File: src/rtl/fifo_unpacker_pkg.sv
// Shared types for the FIFO-to-stream unpacker.
// The controller state encoding is the output-valid flag itself.
package fifo_unpacker_pkg;

  typedef enum logic {
    ST_IDLE = 1'b0,
    ST_EMIT = 1'b1
  } state_e;

endpackage : fifo_unpacker_pkg

File: src/rtl/fifo_unpacker.sv
// Pops wide words from a fall-through FIFO and emits them as narrow valid/ready beats.
// Refills on the cycle the last beat is accepted, so consecutive words have no bubble.
module fifo_unpacker
  import fifo_unpacker_pkg::*;
#(
  parameter int IN_WIDTH  = 32,
  parameter int OUT_WIDTH = 8,
  parameter bit LSB_FIRST = 1'b1
) (
  input  logic                 clk,
  input  logic                 rst_n,
  input  logic                 f_empty,
  input  logic [IN_WIDTH-1:0]  f_data,
  output logic                 f_inc,
  output logic                 m_valid,
  input  logic                 m_ready,
  output logic [OUT_WIDTH-1:0] m_data,
  output logic                 m_last
);

  localparam int RATIO = IN_WIDTH / OUT_WIDTH;
  localparam int CNT_W = $clog2(RATIO);
  localparam logic [CNT_W-1:0] LAST_BEAT = CNT_W'(RATIO - 1);

  generate
    if (RATIO < 2 || (IN_WIDTH % OUT_WIDTH) != 0) begin : g_bad_params
      $error("fifo_unpacker: IN_WIDTH must be an exact multiple (>= 2x) of OUT_WIDTH");
    end
  endgenerate

  state_e                r_state;
  logic [IN_WIDTH-1:0]   r_word;
  logic [CNT_W-1:0]      r_beat;

  state_e                w_state_nxt;
  logic [IN_WIDTH-1:0]   w_word_nxt;
  logic [CNT_W-1:0]      w_beat_nxt;
  logic [IN_WIDTH-1:0]   w_word_shifted;
  logic                  w_accept;
  logic                  w_done;
  logic                  w_load;

  assign m_valid = (r_state == ST_EMIT);
  assign m_last  = m_valid & (r_beat == LAST_BEAT);
  assign m_data  = LSB_FIRST ? r_word[OUT_WIDTH-1:0] : r_word[IN_WIDTH-1 -: OUT_WIDTH];

  assign w_word_shifted = LSB_FIRST ? (r_word >> OUT_WIDTH) : (r_word << OUT_WIDTH);

  assign w_accept = m_valid & m_ready;
  assign w_done   = w_accept & (r_beat == LAST_BEAT);
  assign w_load   = ~f_empty & (~m_valid | w_done);
  // Gated by reset so a FIFO word is never lost to a pop that reset discards.
  assign f_inc    = w_load & rst_n;

  always_comb begin
    // NOTE: defaults are assigned first so every path drives each signal and no latch is inferred.
    w_state_nxt = r_state;
    w_word_nxt  = r_word;
    w_beat_nxt  = r_beat;
    if (w_load) begin
      w_state_nxt = ST_EMIT;
      w_word_nxt  = f_data;
      w_beat_nxt  = '0;
    end else if (w_accept) begin
      if (w_done) begin
        w_state_nxt = ST_IDLE;
      end else begin
        w_word_nxt = w_word_shifted;
        w_beat_nxt = r_beat + 1'b1;
      end
    end
  end

  always_ff @(posedge clk) begin
    // NOTE: sequential state uses non-blocking assignments; reset is synchronous, sampled on the edge.
    if (!rst_n) begin
      r_state <= ST_IDLE;
      r_word  <= '0;
      r_beat  <= '0;
    end else begin
      r_state <= w_state_nxt;
      r_word  <= w_word_nxt;
      r_beat  <= w_beat_nxt;
    end
  end

endmodule : fifo_unpacker

File: config.mk
export PLATFORM = sky130hd
export DESIGN_NAME = fifo_unpacker
export DESIGN_NICKNAME = d
export VERILOG_FILES = /design/src/rtl/fifo_unpacker_pkg.sv /design/src/rtl/fifo_unpacker.sv
export SDC_FILE = /design/constraint.sdc
export NUM_CORES = 1
export LEC_CHECK = 0
export BUFFER_PORTS_ARGS = -buffer_cell sky130_fd_sc_hd__buf_2
export CORE_UTILIZATION = 40
export CTS_CLUSTER_SIZE = 28
export DETAILED_ROUTE_END_ITERATION = 7
export SLEW_MARGIN = 25
export SYNTH_ARGS = -nofsm -noshare
export SYNTH_HDL_FRONTEND = slang
export SYNTH_SLANG_ARGS = --single-unit
export TNS_END_PERCENT = 20
File: constraint.sdc
create_clock -name clk -period 2 [get_ports clk]
set_clock_uncertainty 0.15 [all_clocks]
set_input_delay 0.4 -clock clk [delete_from_list [all_inputs] [get_ports clk]]
set_output_delay 0.4 -clock clk [all_outputs]
set_load 0.03 [all_outputs]
# Yosys cells after proc, flatten, opt, wreduce, memory -nomap -nowiden
# Index checks and enable logic that the tools add are counted.
# totals
input_bits	36
word_cells	28
regBits	35
# op_classes
bitwise_logic	10
addsub	1
n_reduce_logical	6
muxes	6
eq_ne	2
# ops
op	n
32-bit 2-to-1 mux	3
2-bit AND reduction	3
1-bit bitwise AND	5
1-bit inverter	4
2-bit nonzero test	2
1-bit 2-to-1 mux	3
2-bit by 1-bit adder with 2-bit output (second input constant)	1
2-bit == test (second input constant)	1
2-bit by 1-bit inequality test with 1-bit output (second input constant)	1
2-bit OR reduction	1
1-bit bitwise OR	1

# Depth between registers and ports, before layout
# Gate-level depths: netlist (run 1).
# logic_depth
word_depth	6
depth_mapped	6

# Worst setup path before layout (run 1)
# Ideal clock, no wire load.
# synth_path
kind	reg2out
from	register r_state, in the netlist m_valid
to	output port f_inc
arrival_time_ps	1501
path_buffers	2
slack_ps	-51
path_stages_with_launch	6
path_cell_list	dfxtp_1 > a21boi_1 > or2_1 > buf_6 > buf_4 > nor2_1
# synth_via
elab_chain_cells	5
word_cells_on_any_way	6
classes_between	bitwise (6)
# synth_lines
element	line_no	rtl
start, declared	fifo_unpacker.sv:31	state_e r_state;
start signal, assigned	fifo_unpacker.sv:81	r_state <= w_state_nxt;
1-bit bitwise AND	fifo_unpacker.sv:49	assign w_accept = m_valid & m_ready;
1-bit bitwise AND	fifo_unpacker.sv:50	assign w_done = w_accept & (r_beat == LAST_BEAT);
1-bit bitwise OR *	fifo_unpacker.sv:51	assign w_load = ~f_empty & (~m_valid | w_done);
1-bit bitwise AND *	fifo_unpacker.sv:51	
1-bit bitwise AND *	fifo_unpacker.sv:53	assign f_inc = w_load & rst_n;
end, declared	fifo_unpacker.sv:14	output logic f_inc,
# Every way passes the cells marked *; elsewhere a longest branch is shown, timed or not.

# Worst setup path in the final report (run 1)
# layout_path
from	register r_beat[0]
to	output port f_inc
# layout_via
elab_chain_cells	5
# layout_lines
element	line_no	rtl
start, declared	fifo_unpacker.sv:33	logic [CNT_W-1:0] r_beat;
start signal, assigned	fifo_unpacker.sv:83	r_beat <= w_beat_nxt;
2-bit == test	fifo_unpacker.sv:50	
1-bit bitwise AND	fifo_unpacker.sv:50	
1-bit bitwise OR	fifo_unpacker.sv:51	
1-bit bitwise AND	fifo_unpacker.sv:51	
1-bit bitwise AND	fifo_unpacker.sv:53	
# No other way between the ends.

==> results.toml, run 1 <==
[cts]
cts_made_buffers = 5
cts.path.max_buffers = 2
cts_setup_buffers = 0
cts_hold_buf = 0
h-tree-depth = 2
clk_pin_slew_ns = 0.06
tritoncts = "built"
cts-root-buf = "clkbuf_8"
cts_sinks = 35
clock_latency_ns = 0.28

[synth]
synth-seq-cells = 35
synth_edf_count = 0
synth_compound_area_share_pct = 34.38
yosys-top-cells-area = "dfxtp_1 (46%), o221a_1 (17%), o21a_1 (12%)"
yosysWarnings = 0
synth_seq_area_share_pct = 46.17
syn_nets = 182
yosys.area.top_type = "dfxtp_1"
syn_area_mm2 = 0.001518
synth_xor_area_share_pct = 0.5771
synth_ff_type = "dfxtp_1"
synth_simple_gate_area_share_pct = 7.172
synth_top_family_by_area = "compound AO/OA/AOI/OAI gates"
synth_top_cell_area_share_pct = 46.17
synth.area.mux_share_pct = 0.7420
synthCells = 145
synth-async-reset-ratio_pct = 0
synthAdderAreaFrac_pct = 0.8244
avgSynthCellArea_um2 = 10.47
ys_types = 24

[place]
place_ws_ns = 0.3135
place_congestion = 0.7712
dp_hpwl_um = 2007
io_buffer_count = 46
placed_cells = 221

[drt]
drtIter0Drc = 37
postRouteAntennaNets = 0
drc = 0
num_vias = 1159
wl_um = 3139
wire_per_inst_um = 13.71
dr.pass1.iters = 4
via_per_inst = 5.061

[finish]
areaGrowthSynthToFinish_pct = 18.38
instances_no_fill = 229
layout-drive-gt1-share_pct = 34.81
nets = 217
nFillCells = 353
antenna_cells = 0

[sta]
fin_crit_ns = 1.907
fin_crit_sh_pct = 95.34
worst_pin_slew_ns = 0.3451
fin_hold_ws_ns = 0.1936
setup_viol = 0
hold_viol_final = 0
final_max_slew_viol_count = 0
fin_ws_ns = 0.09314
rsz0062_at_grt = "no"
fmax_mhz = 524.4
slew_headroom_pct = 77.00
tns_ns = 0

[global_route]
antenna_found_initial = 0
grt_overflow_total = 0
grt_max_degree = 35
grt_util_all_layers_pct = 16.74
grt_pass1_wl_um = 5216
grt_pass1_vias = 1142

[worst_setup_path]
crit_slowest_cell = "dfxtp_2"
crit_path_start_kind = "register"
crit_chain = "ha_4 > a21boi_1 > or2_1 > nor2_2 > buf_6"
cp.arrival_ns = 1.36
r2r_end = "r_word[7]"
crit_fanout = 4
rrSetupSlack_ns = 0.38
crit_type = "register to output pin"
worstSetupEndpointType = "output pin"
cpPeakStageDelay_ns = 0.36
reg2reg_from = "r_beat[0]"
crit_required_ns = 1.45
ff2ff_path_depth = 5

[die]
fp-row-count = 22
die_y_um = 63.60
io_pins = 47
dieArea_mm2 = 0.004044
coreArea_mm2 = 0.003661
start_util_pct = 41.46
chipWidth_um = 63.60

[flow_run]
maxCapViolCount = 0

[pwr]
p_total_mw = 1.510
power_density_mw_per_mm2 = 840.4
vdd_ir_drop_max_mv = 0.3751
power.leakage_nw = 0.7498

[min_path]
hold_start = "f_empty"
hold_depth = 2
hold_path.class = "input port to register"
min_to = "m_valid"

[status]
run_status = "completed"
-- placed cells by master (no fill, tap or decap), drive strengths merged --
cell type,synthesis,layout
nor2b,1,1
clkbuf,4,7
or2,1,1
nand2,16,16
o221a,24,24
nand2b,1,1
inv,2,2
clkinv,0,1
xnor2,1,1
nand3b,1,1
dfxtp,35,35
ha,1,1
and3,2,2
and2,1,1
a21boi,1,1
mux2,1,1
nor2,1,1
o22ai,8,8
buf,18,50
a21oi,2,2
o21a,24,24
-- logic make-up after synthesis --
logic type | after synthesis
AO/OA/AOI/OAI | 59
flip-flops | 35
buffers and inverters | 24
AND/OR/NAND/NOR | 24
XOR/XNOR | 1
multiplexers | 1
adder cells (fa/ha/maj) | 1
-- cell usage after synthesis (all sizes together), types with 2 or more instances --
cell    instances
a21oi           2
and3            2
buf            18
clkbuf          4
dfxtp          35
inv             2
nand2          16
o21a           24
o221a          24
o22ai           8
-- worst max path at each step --
stage	from	to	slack [ns]
detailed placement	r_beat[0]	r_word[7]	0.31
finish	r_beat[0]	f_inc	0.09
global route	r_beat[0]	f_inc	0.03
floorplan	m_valid	f_inc	0.09
global placement	r_beat[0]	r_word[7]	0.38
CTS	r_beat[0]	f_inc	0.01
-- layer usage --
metal  global-route usage, %  routed length (um)  share of wire (%)  vias up
li1                        -                   -                  -      604
met1                   21.42                1547                 49      526
met4                   6.818                  24               0.76        0
met3                   5.072                 142                4.5        2
met2                   25.93                1424                 45       27
met5                       0                   0                  0        -
-- critical path: cells and delay by family (launching register included) --
family,cells,cell delay [ns]
AND/OR/NAND/NOR,2,0.37
adder cells (fa/ha/maj),1,0.14
flip-flops,1,0.36
AO/OA/AOI/OAI,1,0.07
buffers and inverters,1,0.14
-- power breakdown --
group	leakage, nW	switching [mW]	internal, mW	total (mW)
clock	0.0422	0.227	0.244	0.471
combinational	0.417	0.135	0.114	0.249
sequential	0.291	0.0332	0.756	0.790
-- cell type report --
| class | instances | area [um^2] | share of cell area, % |
|---|---|---|---|
| timing repair buffer | 50 | 266.5 | 14.83 |
| sequential | 35 | 703.2 | 39.14 |
| clock buffer | 7 | 76.32 | 4.248 |
| clock inverter | 1 | 5.005 | 0.2786 |
| multi-input combinational | 86 | 678.2 | 37.74 |
| inverter | 2 | 7.507 | 0.4178 |
| tap | 48 | 60.06 | 3.343 |
-- flip-flops by register name, summed over array words and instances (netlist names) --
signal   flops
r_word      32
m_valid      1
r_beat       2
-- per-stage QoR --
step / util (%) / area (um^2)
2_1_floorplan: - / 1520
3_5_place_dp: 46.27 / 1694
4_1_cts: 48.50 / 1775
6_report: 49.08 / 1797
3_3_place_gp: 46.27 / 1694
5_1_grt: 49.08 / 1797
-- repair_timing --
action	4_1_cts	5_1_grt
endpoints found under the setup margin	0	1
hold endpoints to repair	0	0
gates resized for setup	0	7
(Power assumes the default switching activity.)
==> inputs of run 2 (changes only) <==
==> constraint.sdc (replaced) <==
create_clock -name clk -period 2 [get_ports clk]
set_clock_uncertainty 0.15 [all_clocks]
set_input_delay 0.2 -clock clk [delete_from_list [all_inputs] [get_ports clk]]
set_output_delay 0.2 -clock clk [all_outputs]
set_load 0.03 [all_outputs]
==> run 2 against run 1 <==
Effect of this change:
- sequential share of layout area barely moved
- sequential cell count unchanged
- maximum frequency is 7.6% higher
- via count increased by 2.2%
- worst hold slack lost 0.18 ns
- register-to-register slack is essentially flat
- critical endpoint unchanged
- largest power group unchanged
==> results.toml, run 2 (same netlist as run 1, synthesis figures left out) <==
[finish]
nFillCells = 355
layout_common_cells = "buf_2 (46), dfxtp_1 (35), o21a_1 (24)"
layout-drive-gt1-share_pct = 32.79
largest_register_ffs = 32
nets = 219
top_register = "r_word"
areaGrowthSynthToFinish_pct = 17.97
layout_commonest_cell = "buf_2"
antenna_cells = 0
instances_no_fill = 231
final_util_pct = 48.91

[die]
dieArea_mm2 = 0.004044
fp-row-count = 22
coreArea_mm2 = 0.003661
io_pins = 47
start_util_pct = 41.46
die_y_um = 63.60
chipWidth_um = 63.60

[pwr]
power.leakage_nw = 0.7597
vdd_ir_drop_max_mv = 0.4149
power_density_mw_per_mm2 = 846.1

[sta]
slew_headroom_pct = 73.05
fmax_mhz = 564.1
rsz0062_at_grt = "no"
fin_crit_ns = 1.773
tns_ns = 0
worst_pin_slew_ns = 0.4043
hold_viol_final = 0
fin_crit_sh_pct = 88.64
fin_hold_ws_ns = 0.01594
final_max_slew_viol_count = 0
setup_viol = 0

[place]
place_congestion = 0.7445
io_buffer_count = 46
dp_hpwl_um = 2025
placed_cells = 222

[worst_setup_path]
rrSetupSlack_ns = 0.38
worstSetupEndpointType = "output pin"
crit_path_start_kind = "register"
crit_fanout = 4
crit_type = "register to output pin"
ff2ff_path_depth = 5
crit_required_ns = 1.65
cp.arrival_ns = 1.42

[global_route]
grt_pass1_wl_um = 5423
grt_pass1_vias = 1169
antenna_found_initial = 0
grt_util_all_layers_pct = 17.40
grt_max_degree = 43
grt_overflow_total = 0

[min_path]
hold_depth = 3
hold_path.class = "input port to register"

[cts]
clk_pin_slew_ns = 0.07
tritoncts = "built"
h-tree-depth = 2
cts_resized = 0
cts-root-buf = "clkbuf_8"
clock_latency_ns = 0.28
cts.path.max_buffers = 2
cts_made_buffers = 5
cts_sinks = 35

[drt]
drc = 0
num_vias = 1185
drtIter0Drc = 87
via_per_inst = 5.130
wire_per_inst_um = 13.50
postRouteAntennaNets = 0
dr.pass1.iters = 4
wl_um = 3118

[status]
run_status = "completed"

[flow_run]
maxCapViolCount = 0
-- run 2: cell types whose count changed in the layout (fill, tap and decap cells not counted), sizes merged --
cell	before	now
buf	50	51
dlygate4sd3	0	1
-- run 2: worst paths after layout --
path | startpoint | end
worst max-delay path | r_beat[0] | f_inc
worst min register to register | r_word[29] | r_word[29]
worst max register to register | r_beat[0] | r_word[10]
worst min-delay path | f_data[30] | r_word[30]
-- run 2: final cells by class --
class | count | area (um^2) | share of cell area (%)
flip-flops and latches | 35 | 700.7 | 39.13
multi-input cells | 86 | 663.1 | 37.04
repair buffers | 52 | 277.8 | 15.51
clock buffers | 7 | 76.32 | 4.263
well taps | 48 | 60.06 | 3.354
inverters | 2 | 7.507 | 0.4193
clock inverters | 1 | 5.005 | 0.2795
-- run 2: report_power, final --
| group | switching [mW] | total (mW) | leakage (nW) | internal, mW |
|---|---|---|---|---|
| sequential | 0.0329 | 0.789 | 0.290 | 0.756 |
| combinational | 0.136 | 0.251 | 0.427 | 0.116 |
| clock | 0.231 | 0.475 | 0.0422 | 0.244 |
-- run 2: critical path, cell delays in order (launching register included) --
cell and delay (ns):
dfxtp_1 0.35, ha_1 0.19, a21boi_1 0.08, or2_1 0.24, nor2_1 0.09, buf_2 0.20
-- run 2: per-layer routing --
layer	vias to the layer above	track usage (%)	share of wire, %
met2	29	25.13	44
li1	608	-	-
met3	2	6.159	5.1
met1	546	23.47	51
met4	0	6.534	0.26
met5	-	0	0
-- run 2: stage by stage --
stage | power, mW | instance area, um^2 | setup WS [ns]
detailed placement | 1.053 | 1699 | 0.3937
global route | 1.596 | 1790 | 0.1005
global placement | 1.047 | 1699 | 0.4316
CTS | 1.535 | 1790 | 0.2130
finish | 1.515 | 1790 | 0.2271
floorplan | 0.9976 | 1518 | 0.1495
-- run 2: what timing repair did --
item,in CTS,in global routing
hold buffers,1,0
hold endpoints to repair,1,0
endpoints found under the setup margin,0,0
setup buffers,0,0
==> inputs of run 3 (changes only) <==
Settings changed: CORE_ASPECT_RATIO set to 1.2.
==> run 3 against run 2 <==
Effect of this change:
- global-route usage decreased by 1.1 points
- routed wire length decreased by 2.2%
- sequential share of layout area decreased by 0.38 points
- die area about the same
- non-clock buffer count decreased by 1
- maximum frequency decreased by 5.6%
- sequential power about the same
- cell area increased by 0.98%
- power increased by 1.8%
- first-iteration DRC count decreased by 47%
==> results.toml, run 3 (same netlist as run 1, synthesis figures left out) <==
[sta]
fmax_mhz = 532.4
worst_pin_slew_ns = 0.3884
hold_viol_final = 0
fin_crit_ns = 1.878
fin_crit_sh_pct = 93.91
setup_viol = 0
final_max_slew_viol_count = 0
slew_headroom_pct = 74.11
rsz0062_at_grt = "no"
tns_ns = 0

[worst_setup_path]
crit_required_ns = 1.65
cp.arrival_ns = 1.53
worstSetupEndpointType = "output pin"
rrSetupSlack_ns = 0.35
ff2ff_path_depth = 5
crit_type = "register to output pin"
crit_path_start_kind = "register"
r2r_end = "r_word[7]"
cp-endpoint = "f_inc"
startpoint = "r_beat[0]"
crit_fanout = 4
reg2reg_from = "r_beat[0]"

[drt]
via_per_inst = 5.009
num_vias = 1172
wire_per_inst_um = 13.03
postRouteAntennaNets = 0
dr.pass1.iters = 4
drc = 0
wl_um = 3048
drtIter0Drc = 46

[global_route]
grt_overflow_total = 0
grt_util_all_layers_pct = 16.31
grt_pass1_wl_um = 5071
grt_pass1_vias = 1124
antenna_found_initial = 0
grt_max_degree = 43

[pwr]
p_int_mw = 1.115
vdd_ir_drop_max_mv = 0.5382
power.switching_mw = 0.4273
p_comb_share_pct = 16.3
seq_power_share_pct = 51.1
power_density_mw_per_mm2 = 853.1
power.share.clock_pct = 32.6
power.leakage_nw = 0.7583
switching_share_pct = 27.70

[finish]
final_util_pct = 49.76
areaGrowthSynthToFinish_pct = 19.13
largest_register_ffs = 32
layout_common_cells = "buf_2 (46), dfxtp_1 (35), o21a_1 (24)"
fin_area_mm2 = 0.001808
layout-drive-gt1-share_pct = 33.52
antenna_cells = 0
nets = 218
layout_commonest_cell = "buf_2"
top_register = "r_word"

[cts]
cts-root-buf = "clkbuf_8"
clock_latency_ns = 0.28
cts.path.max_buffers = 2
tritoncts = "built"
cts_sinks = 35
clk_pin_slew_ns = 0.07
cts_setup_buffers = 0
h-tree-depth = 2
cts_made_buffers = 5

[place]
io_buffer_count = 46
place_area_mm2 = 0.001709
place_congestion = 0.7383
dp_hpwl_um = 1940

[die]
chipWidth_um = 58.23
io_pins = 47
fp-row-count = 24
die_y_um = 69.48
start_util_pct = 41.77
dieArea_mm2 = 0.004046
coreArea_mm2 = 0.003633

[min_path]
hold_path.class = "input port to register"

[flow_run]
maxCapViolCount = 0

[status]
run_status = "completed"
==> run 3: cell types whose count changed in the layout (fill, tap and decap cells not counted), sizes merged <==
cell / previous run / this run
clkbuf: 7 / 5
clkinvlp: 0 / 2
buf: 51 / 50
==> run 3: how the worst min path moves through the flow <==
stage	end	start	depth (start not counted)
finish	m_valid	rst_n	3
global route	r_word[25]	f_data[25]	3
CTS	r_word[25]	f_data[25]	3
detailed placement	m_valid	f_empty	2
global placement	m_valid	f_empty	2
floorplan	m_valid	f_empty	1
==> run 3: final cells by class <==
cell class | instances | area [um^2]
multi-input cells | 86 | 663.1
clock buffers | 5 | 68.82
repair buffers | 51 | 282.8
fillers | 338 | 1826
clock inverters | 3 | 20.02
well taps | 52 | 65.06
flip-flops and latches | 35 | 700.7
inverters | 2 | 7.507
==> run 3: timing repair <==
action                    in CTS  in global routing
hold endpoints to repair       1                  0
resized for setup              0                  0
hold buffers                   1                  0
==> run 3: per-stage QoR <==
stage | worst slack, ns | hold slack (ns) | power (mW) | instances
2_1_floorplan | 0.1495 | 0.1394 | 0.9976 | 145
3_3_place_gp | 0.4157 | 0.2607 | 1.049 | 225
3_5_place_dp | 0.3605 | 0.2779 | 1.054 | 225
6_report | 0.1217 | 0.01320 | 1.542 | 234
4_1_cts | 0.1045 | 0.004938 | 1.556 | 234
5_1_grt | 0.04830 | 0.009531 | 1.618 | 234
==> run 3: per-layer routing <==
layer | wire, um | track usage, % | vias to the layer above | part of all wire (%)
met5 | 0 | 0 | - | 0
met4 | 25 | 6.349 | 0 | 0.82
met3 | 158 | 5.224 | 2 | 5.2
met2 | 1307 | 24.90 | 36 | 43
met1 | 1556 | 21.18 | 525 | 51
li1 | - | - | 609 | -
==> run 3: power by group through the flow <==
| stage | clock (mW) | sequential (mW) | combinational, mW |
|---|---|---|---|
| global placement | 0 | 0.801 | 0.247 |
| finish | 0.503 | 0.788 | 0.252 |
| detailed placement | 0 | 0.802 | 0.252 |
| CTS | 0.515 | 0.787 | 0.254 |
| global route | 0.549 | 0.794 | 0.275 |
| floorplan | 0 | 0.797 | 0.200 |
==> run 3: worst max-delay path: stages (launching register included) <==
cell	delay [ns]
dfxtp_1	0.36
ha_1	0.20
a21boi_1	0.08
or2_1	0.29
nor2_1	0.11
buf_2	0.20
